### src/rtl/sys_pkg.sv
// Shared constants and FSM encoding for the UART command front-end.
package sys_pkg;

  localparam int unsigned DATA_WIDTH_D = 8;
  localparam int unsigned ADDR_WIDTH_D = 4;
  localparam logic [7:0]  WR_CMD_D     = 8'hAA;
  localparam logic [7:0]  RD_CMD_D     = 8'hBB;

  typedef enum logic [2:0] {
    IDLE    = 3'd0,
    WR_ADDR = 3'd1,
    WR_DATA = 3'd2,
    RD_ADDR = 3'd3,
    RD_WAIT = 3'd4,
    TX_SEND = 3'd5
  } cmd_state_e;

endpackage

### src/rtl/reg_cmd_ctrl.sv
// Byte-framed command parser: turns UART RX bytes into register-file
// writes/reads and returns read data to the UART TX path.
module reg_cmd_ctrl
  import sys_pkg::*;
#(
  parameter int unsigned            DATA_WIDTH = DATA_WIDTH_D,
  parameter int unsigned            ADDR_WIDTH = ADDR_WIDTH_D,
  parameter logic [DATA_WIDTH-1:0]  WR_CMD     = DATA_WIDTH'(WR_CMD_D),
  parameter logic [DATA_WIDTH-1:0]  RD_CMD     = DATA_WIDTH'(RD_CMD_D),
  parameter int unsigned            TIMEOUT    = 15
) (
  input  logic                  CLK,
  input  logic                  RST,
  input  logic [DATA_WIDTH-1:0] RX_P_DATA,
  input  logic                  RX_D_VLD,
  output logic                  RF_WrEn,
  output logic                  RF_RdEn,
  output logic [ADDR_WIDTH-1:0] RF_Address,
  output logic [DATA_WIDTH-1:0] RF_WrData,
  input  logic [DATA_WIDTH-1:0] RF_RdData,
  input  logic                  RF_RdData_Valid,
  output logic [DATA_WIDTH-1:0] TX_P_DATA,
  output logic                  TX_D_VLD,
  input  logic                  TX_Busy,
  output logic                  CMD_ERR
);

  localparam int unsigned CW = $clog2(TIMEOUT + 1);
  localparam logic [CW-1:0] CNT_LAST = CW'(TIMEOUT - 1);

  cmd_state_e            state, state_n;
  logic [ADDR_WIDTH-1:0] addr_q, addr_n;
  logic [DATA_WIDTH-1:0] data_q, data_n;
  logic [CW-1:0]         cnt, cnt_n;

  logic                  wr_n, rd_n, txv_n, err_n;
  logic [ADDR_WIDTH-1:0] rf_addr_n;
  logic [DATA_WIDTH-1:0] rf_wdata_n, tx_data_n;
  logic                  addr_bad;

  // An address byte is only legal if the bits above the address field are clear
  assign addr_bad = |RX_P_DATA[DATA_WIDTH-1:ADDR_WIDTH];

  // State, holding registers and registered outputs
  always_ff @(posedge CLK or posedge RST) begin
    if (RST) begin
      state      <= IDLE;
      addr_q     <= '0;
      data_q     <= '0;
      cnt        <= '0;
      RF_WrEn    <= 1'b0;
      RF_RdEn    <= 1'b0;
      RF_Address <= '0;
      RF_WrData  <= '0;
      TX_P_DATA  <= '0;
      TX_D_VLD   <= 1'b0;
      CMD_ERR    <= 1'b0;
    end else begin
      state      <= state_n;
      addr_q     <= addr_n;
      data_q     <= data_n;
      cnt        <= cnt_n;
      RF_WrEn    <= wr_n;
      RF_RdEn    <= rd_n;
      RF_Address <= rf_addr_n;
      RF_WrData  <= rf_wdata_n;
      TX_P_DATA  <= tx_data_n;
      TX_D_VLD   <= txv_n;
      CMD_ERR    <= err_n;
    end
  end

  // Next-state and next-output decode; strobes default low so each is a single-cycle pulse
  always_comb begin
    state_n    = state;
    addr_n     = addr_q;
    data_n     = data_q;
    cnt_n      = cnt;
    wr_n       = 1'b0;
    rd_n       = 1'b0;
    txv_n      = 1'b0;
    err_n      = 1'b0;
    rf_addr_n  = RF_Address;
    rf_wdata_n = RF_WrData;
    tx_data_n  = TX_P_DATA;

    unique case (state)
      IDLE: begin
        if (RX_D_VLD) begin
          if (RX_P_DATA == WR_CMD)      state_n = WR_ADDR;
          else if (RX_P_DATA == RD_CMD) state_n = RD_ADDR;
          else                          err_n   = 1'b1;
        end
      end

      WR_ADDR: begin
        if (RX_D_VLD) begin
          if (addr_bad) begin
            err_n   = 1'b1;
            state_n = IDLE;
          end else begin
            addr_n  = RX_P_DATA[ADDR_WIDTH-1:0];
            state_n = WR_DATA;
          end
        end
      end

      WR_DATA: begin
        if (RX_D_VLD) begin
          wr_n       = 1'b1;
          rf_addr_n  = addr_q;
          rf_wdata_n = RX_P_DATA;
          state_n    = IDLE;
        end
      end

      RD_ADDR: begin
        if (RX_D_VLD) begin
          if (addr_bad) begin
            err_n   = 1'b1;
            state_n = IDLE;
          end else begin
            addr_n    = RX_P_DATA[ADDR_WIDTH-1:0];
            rf_addr_n = RX_P_DATA[ADDR_WIDTH-1:0];
            rd_n      = 1'b1;
            cnt_n     = '0;
            state_n   = RD_WAIT;
          end
        end
      end

      RD_WAIT: begin
        // Stray RX bytes are dropped but flagged; the read keeps going
        if (RX_D_VLD) err_n = 1'b1;
        if (RF_RdData_Valid) begin
          data_n  = RF_RdData;
          state_n = TX_SEND;
        end else if (cnt == CNT_LAST) begin
          err_n   = 1'b1;
          state_n = IDLE;
        end else begin
          cnt_n = cnt + 1'b1;
        end
      end

      TX_SEND: begin
        if (RX_D_VLD) err_n = 1'b1;
        if (!TX_Busy) begin
          txv_n     = 1'b1;
          tx_data_n = data_q;
          state_n   = IDLE;
        end
      end

      default: state_n = IDLE;
    endcase
  end

endmodule
### config.mk
export PLATFORM = sky130hd
export DESIGN_NAME = reg_cmd_ctrl
export DESIGN_NICKNAME = d
export VERILOG_FILES = /design/src/rtl/sys_pkg.sv /design/src/rtl/reg_cmd_ctrl.sv
export SDC_FILE = /design/constraint.sdc
export NUM_CORES = 1
export LEC_CHECK = 0
export ABC_AREA = 1
export CORE_UTILIZATION = 40
export CTS_BUF_LIST = sky130_fd_sc_hd__clkbuf_16
export DETAILED_ROUTE_END_ITERATION = 10
export PLACE_DENSITY_LB_ADDON = 0.12
export SYNTH_ARGS = -nofsm -noshare
export SYNTH_HDL_FRONTEND = slang
export SYNTH_SLANG_ARGS = --single-unit
export TNS_END_PERCENT = 100
### constraint.sdc
create_clock -name CLK -period 1.43 [get_ports CLK]
set_clock_uncertainty 0.15 [all_clocks]
set_input_delay 0.143 -clock CLK [delete_from_list [all_inputs] [get_ports CLK]]
set_output_delay 0.143 -clock CLK [all_outputs]
set_load 0.01 [all_outputs]
==> summary.md, run 1 <==
| Metric | Value |
|---|---|
| Fin nets | `366` |
| Violated checks | `negative setup slack` |
| Unrepaired setup endpoints after global routing | `true` |
| Via count of the first global-routing pass | `1,879` |
| Number of antenna violations at the first check in global routing | `0` |
| Root Buffer Master | `clkbuf_16` |
| Arr. time, crit path | `1.45 ns` |
| Number of hold-slack violations in the final timing report | `0` |
| Setup Crit Path Kind | `flop to flop` |
| Reg clk slew, reported paths | `0.06 ns` |
| Cell class contributing the biggest share of worst-path delay | `simple AND/OR/NAND/NOR gates` |
| Number of core rows | `26` |
| Sort of element at the end of the critical path | `flop` |
| Initial DRT Pass Iterations | `4` |
| Half-perimeter wire length after detailed placement | `3510 um` |
| Max H-tree Level | `2` |
| Post-synthesis instance area | `2150 um^2` |
| Worst-path cell with the longest stage delay | `dfrtp_2` |
| Post-synthesis cell count | `254` |
| GRT Total Usage | `0.199` |
| Clk sink count | `43` |
| Share of the yosys chip area belonging to registers | `0.500` |
| Antenna Violating Nets Remaining | `0` |
| Slew at the pin closest to its max-slew limit | `0.308 ns` |
| Post-cts hold buffer count | `0` |
| Count of unique library cells instantiated by Yosys | `24` |
| Crit path buffers/inverters | `1` |
| Area enclosed by the die boundary | `5680 um^2` |
| Peak fanout along the critical path | `5` |
| Final-report max-slew violation count | `0` |
| Final period demand of the worst path | `1.43 ns` |
| Share of total power in combinational logic | `0.365` |
| Critical path data required time | `1.45 ns` |
| Final routed wire length divided by cell count | `12.6 um` |
| Switching share of power | `0.334` |
| Ratio of cells with drive above 1 in the final layout | `0.282` |
| Cells along the critical path | `nor3_2, nand2_2, buf_4, nand2_1, nand2_1` |
| Final setup slack of the worst path | `-0.00411 ns` |
| Die Wd | `75.4 um` |
| Worst min-delay path class | `primary input to async pin` |
| I/O pin count | `45` |
| Power Density | `1400 nW/um^2` |
| Wire length of the first global-routing pass | `8490 um` |
| Placed Cells | `400` |
| YS warnings | `0` |
| Fraction of power consumed by the clock network | `0.237` |
| Area of placed instances | `2940 um^2` |
| Maxcap violations | `0` |
| Worst path most repeated cell | `nand2_1` |
| Worst path max stage delay | `0.47 ns` |
| Leak pwr | `1.77 nW` |
| Routed vias/inst | `4.65` |
| Height of the die | `75.4 um` |
| Final weighted congestion of routability-driven global placement | `0.806` |
| Total of endpoints with negative setup slack in the final report | `1` |
| Critical path launch point type | `flop` |
| Non-Filler Instances | `414` |
| Sequential Power Share | `0.399` |
| Vias | `1,924` |
| Latest clock arrival within the worst-skew pair | `0.28 ns` |
| Maximum buffer depth of the clock tree | `2` |
| Internal Power | `3.01 mW` |
| CTS tree | `yes` |
| Maximum number of pins on one net before global-route repair | `44` |
| Switching pwr | `1.51 mW` |
| Reg-to-reg setup timing slack | `-0.004 ns` |
| Fraction of the cycle the final worst path needs | `1.00` |
| Initial core utilization | `0.419` |
| Post-detailed-route DRC marker count | `0` |
| Total Routed Length | `5230 um` |
| Initial detailed-routing violation count | `99` |
| Run status | `finished, violations left` |
| Count of port buffers added during placement | `44` |
| Fmax | `0.697 GHz` |
| Post-Syn Nets | `277` |
| Hold slack | `0.0601 ns` |
| Synthesized flop and latch total | `43` |
| Final Cell Area | `3230 um^2` |
| Peak ir drop on the vdd network | `0.00101 V` |
| Syn avg cell area | `8.47 um^2` |
| Global-route congestion overflow total | `0` |
| Clock buffer count from CTS | `5` |
| Core area | `5140 um^2` |
| Area overhead of the layout relative to synthesis | `49.9%` |
| Antenna fix cells | `0` |
| Max-slew headroom | `0.794` |
[area by class of cell]
type	count	area, um^2
fill	486	1910
inverter	28	118
timing repair buffer	85	776
tap	70	87.6
clock inverter	3	16.3
sequential	43	1080
multi-input combinational	180	1030
clock buffer	5	125
[cell families (layout without fill, tap and decap cells)]
kind of cell / count (synthesis) / after routing / synth area share
xor gates and xnor gates: 2 / 2 / 0.00814
adders and majority gates: 2 / 2 / 0.0116
DFF: 43 / 43 / 0.500
buffers and inverters: 34 / 121 / 0.0837
and+or+nand+nor: 144 / 147 / 0.307
AOI/OAI and AO/OA: 29 / 29 / 0.0895
[per-stage QoR]
| step | total power [mW] | util | worst slack [ns] | setup TNS (ns) |
|---|---|---|---|---|
| 2_1_floorplan | 2.64 | - | 0.0557 | 0 |
| 3_3_place_gp | 3.44 | 0.571 | -0.252 | -4.10 |
| 3_5_place_dp | 3.46 | 0.571 | -0.276 | -4.70 |
| 4_1_cts | 4.50 | 0.614 | -0.00855 | -0.0203 |
| 5_1_grt | 4.83 | 0.628 | -0.0791 | -0.537 |
| 6_report | 4.52 | 0.628 | -0.00411 | -0.00411 |
[power by group through the flow]
stage | registers, mW | clock network (mW) | logic (mW)
2_1_floorplan | 1.90 | 0 | 0.731
3_3_place_gp | 1.82 | 0 | 1.62
3_5_place_dp | 1.82 | 0 | 1.64
4_1_cts | 1.79 | 1.10 | 1.61
5_1_grt | 1.85 | 1.13 | 1.84
6_report | 1.80 | 1.07 | 1.65
[sequential cells by signal (all words and copies together), names as in the netlist]
register and cells:
CMD_ERR 1, RF_Address 4, RF_RdEn 1, RF_WrData 8, RF_WrEn 1, TX_D_VLD 1
TX_P_DATA 8, addr_q 4, cnt 4, data_q 8, state 3
[cell usage in the layout, fill, tap and decap left out, types with 2 or more instances in the layout]
cell / n
a21oi_1: 5
buf_12: 4
buf_4: 37
clkbuf_16: 5
clkdlybuf4s50_1: 20
dfrtp_1: 41
dfrtp_2: 2
dlygate4sd2_1: 22
dlymetal6s2s_1: 2
inv_1: 21
inv_2: 3
inv_4: 3
nand2_1: 83
nand2_2: 4
nand2_4: 8
nand3_1: 21
nand3_4: 4
nand4_1: 2
nor2_1: 13
nor2_2: 4
nor2_4: 4
o21ai_0: 10
o21ai_2: 12
xor2_1: 2
[path summary, 6_finish.rpt]
check	cells past startpoint	start	to
min in group CLK	3	RF_RdData[3]	data_q[3]
max	5	state[1]	TX_P_DATA[3]
min reg2reg	2	data_q[4]	TX_P_DATA[4]
max in group asynchronous	3	RST	state[0]
max reg2reg	5	state[1]	TX_P_DATA[3]
min	3	RST	RF_WrEn
[worst reg2reg max path: cells and delay by family, from the launching register on]
family                 cells  cell delay (ns)
buffers and inverters      1             0.18
flip-flops                 1             0.47
AND/OR/NAND/NOR            4             0.53
[what timing repair did]
action | CTS | global route
endpoints found under the setup margin | 40 | 31
buffers inserted | 2 | 1
gates resized for setup | 36 | 18
cloned | 3 | 0
pin swaps | 6 | 8
[synthesized netlist by cell type (all sizes together)]
cell	number	area (um^2)
dfrtp	43	1080
nor2	21	96.3
nor3	2	15.0
a21oi	5	25.0
ha	2	25.0
nand4	2	12.5
inv	28	113
nand3	26	160
buf	6	67.6
o21ai	23	160
a22oi	1	7.51
xor2	2	17.5
nand2	93	377
[metal layers]
layer,up-vias,global-route usage,routed length (um)
met4,0,0.0535,53
met1,898,0.267,2450
li1,987,-,-
met5,-,0,0
met3,6,0.0423,213
met2,33,0.327,2510
(Power assumes the default switching activity.)
==> run 2: changes to the inputs <==
--- a/config.mk
+++ b/config.mk
@@ -6,6 +6,7 @@
 export NUM_CORES = 1
 export LEC_CHECK = 0
 export ABC_AREA = 1
+export CAP_MARGIN = 25
 export CORE_UTILIZATION = 40
 export CTS_BUF_LIST = sky130_fd_sc_hd__clkbuf_16
 export DETAILED_ROUTE_END_ITERATION = 10
==> results of run 2 <==
No change in the layout: final DEF, timing and power equal those of run 1.
==> run 3: changes to the inputs <==
--- a/config.mk
+++ b/config.mk
@@ -7,10 +7,11 @@
 export LEC_CHECK = 0
 export ABC_AREA = 1
 export CAP_MARGIN = 25
-export CORE_UTILIZATION = 40
+export CORE_UTILIZATION = 46
 export CTS_BUF_LIST = sky130_fd_sc_hd__clkbuf_16
 export DETAILED_ROUTE_END_ITERATION = 10
 export PLACE_DENSITY_LB_ADDON = 0.12
+export SKIP_CTS_REPAIR_TIMING = 1
 export SYNTH_ARGS = -nofsm -noshare
 export SYNTH_HDL_FRONTEND = slang
 export SYNTH_SLANG_ARGS = --single-unit
==> run 3 against run 2 <==
  * Largest cell class is now multi-input combinational cells
  * Critical path depth up 2
  * The flow still finishes with violations (negative setup slack)
  * Global-route usage up 1.1 points
  * Setup slack worse by 0.022 ns
==> summary.md, run 3 (same netlist as run 1, synthesis figures left out) <==
| Metric | Value |
|---|---|
| Root Buffer Master | `clkbuf_16` |
| Reg-to-reg setup timing slack | `-0.03 ns` |
| Global-route congestion overflow total | `0` |
| Hold slack | `0.0474 ns` |
| Core area | `4410 um^2` |
| Area enclosed by the die boundary | `4960 um^2` |
| Sort of element at the end of the critical path | `flop` |
| Via count of the first global-routing pass | `1,869` |
| Critical R2R Capture | `cnt[0]` |
| Vias | `2,014` |
| Violated checks | `negative setup slack` |
| Wire length of the first global-routing pass | `8210 um` |
| Depth of the worst register-to-register path | `7` |
| Unrepaired setup endpoints after global routing | `true` |
| Cells along the critical path | `ha_4, nand3_4, nand2_4, nor2_4, inv_4, nand3_1, nand2_2` |
| Die Wd | `70.4 um` |
| Beginning of the critical path | `cnt[1]` |
| Most common cell after layout, fill and taps aside | `nand2_1` |
| Max-slew headroom | `0.853` |
| Latest clock arrival within the worst-skew pair | `0.29 ns` |
| Number of core rows | `24` |
| Worst min-delay path class | `primary input to async pin` |
| Arr. time, crit path | `1.48 ns` |
| Maximum number of pins on one net before global-route repair | `44` |
| Number of antenna violations at the first check in global routing | `0` |
| Final-report max-slew violation count | `0` |
| Area overhead of the layout relative to synthesis | `59.8%` |
| Max H-tree Level | `2` |
| CTS tree | `yes` |
| Largest registers ranked by flip-flop count | `RF_WrData: 8 flops, TX_P_DATA: 8 flops, data_q: 8 flops` |
| Peak ir drop on the vdd network | `0.00104 V` |
| Worst-path cell with the longest stage delay | `dfrtp_1` |
| Post-detailed-route DRC marker count | `0` |
| I/O pin count | `45` |
| Number of hold-slack violations in the final timing report | `0` |
| Critical path data required time | `1.45 ns` |
| Clk sink count | `43` |
| Critical path launch point type | `flop` |
| Leak pwr | `2.03 nW` |
| Initial DRT Pass Iterations | `4` |
| Count of port buffers added during placement | `44` |
| Antenna Violating Nets Remaining | `0` |
| Setup Crit Path Kind | `flop to flop` |
| Fraction of the cycle the final worst path needs | `1.02` |
| Worst path max stage delay | `0.41 ns` |
| Total Routed Length | `5680 um` |
| Total area of multi-input combinational cells | `1140 um^2` |
| Reg clk slew, reported paths | `0.06 ns` |
| Ratio of cells with drive above 1 in the final layout | `0.344` |
| Run status | `finished, violations left` |
| Fmax | `0.687 GHz` |
| Height of the die | `70.4 um` |
| Source of the worst register-to-register timing path | `cnt[1]` |
| Final period demand of the worst path | `1.46 ns` |
| Initial core utilization | `0.488` |
| Power Density | `1400 nW/um^2` |
| Commonest cells after routing, fill and taps aside | `nand2_1 (67), dfrtp_1 (41), buf_4 (31)` |
| Final routed wire length divided by cell count | `14.4 um` |
| Maximum buffer depth of the clock tree | `2` |
| Half-perimeter wire length after detailed placement | `3380 um` |
| Clock buffer count from CTS | `5` |
| Summed negative setup slack over all endpoints | `-0.0899 ns` |
| Routed vias/inst | `5.10` |
| Slew at the pin closest to its max-slew limit | `0.218 ns` |
| Initial detailed-routing violation count | `139` |
| Maxcap violations | `0` |
| Fin nets | `365` |
| Final weighted congestion of routability-driven global placement | `0.804` |
| Flip-flop and latch area | `1080 um^2` |
| Total of endpoints with negative setup slack in the final report | `10` |
| Final setup slack of the worst path | `-0.0265 ns` |
| Antenna fix cells | `0` |
| GRT Total Usage | `0.210` |
| Peak fanout along the critical path | `5` |
| Number of inserted filler cells in the final layout | `275` |
run 3: cell types whose count changed in the layout (fill, tap and decap cells not counted), moves of 4 or more:
cell / before / now
buf_6: 0 / 4
nand2_1: 83 / 67
nand2_4: 8 / 13
nand2_2: 4 / 13
dlymetal6s2s_1: 2 / 24
buf_4: 37 / 31
dlygate4sd2_1: 22 / 0
run 3: worst max-delay path by stage:
stage | slack [ns] | cells past startpoint | end
2_1_floorplan | 0.06 | 9 | state[0]
3_3_place_gp | -0.28 | 8 | RF_Address[0]
3_5_place_dp | -0.28 | 8 | RF_Address[2]
4_1_cts | -0.12 | 6 | RF_Address[2]
5_1_grt | -0.11 | 9 | state[2]
6_report | -0.03 | 7 | cnt[0]
run 3: worst max-delay path, delay by kind of cell, from the launching register on:
kind,cells,cell delay (ns)
fa+ha+maj,1,0.18
simple gates,5,0.52
flops,1,0.41
buf+inv,1,0.08
run 3: cell type report:
cell class                      instances  share of cell area
Sequential cell                        43               0.314
Clock buffer                            5              0.0364
Multi-Input combinational cell        180               0.333
Tap cell                               52              0.0189
Timing Repair Buffer                   84               0.257
Inverter                               28              0.0342
Clock inverter                          3             0.00691
run 3: metal layers:
| layer | routed length, um | global-route usage |
|---|---|---|
| met1 | 2520 | 0.272 |
| met2 | 2790 | 0.342 |
| met3 | 264 | 0.0505 |
| met4 | 103 | 0.0711 |
| met5 | 0 | 0 |
run 3: per-stage QoR:
stage / worst slack [ns] / power (mW) / instance area, um^2 / cells / util
after floorplan: 0.0557 / 2.64 / 2150 / 254 / -
after global placement: -0.279 / 3.39 / 2890 / 377 / 0.654
after detailed placement: -0.284 / 3.44 / 2890 / 377 / 0.654
after CTS: -0.118 / 4.57 / 3040 / 385 / 0.688
after global routing: -0.109 / 5.11 / 3440 / 395 / 0.779
final: -0.0265 / 4.82 / 3440 / 395 / 0.779
run 3: power by group:
group          switching [mW]  internal, mW
clock network           0.489         0.653
registers               0.256          1.59
logic                   0.897         0.938
total                    1.64          3.18
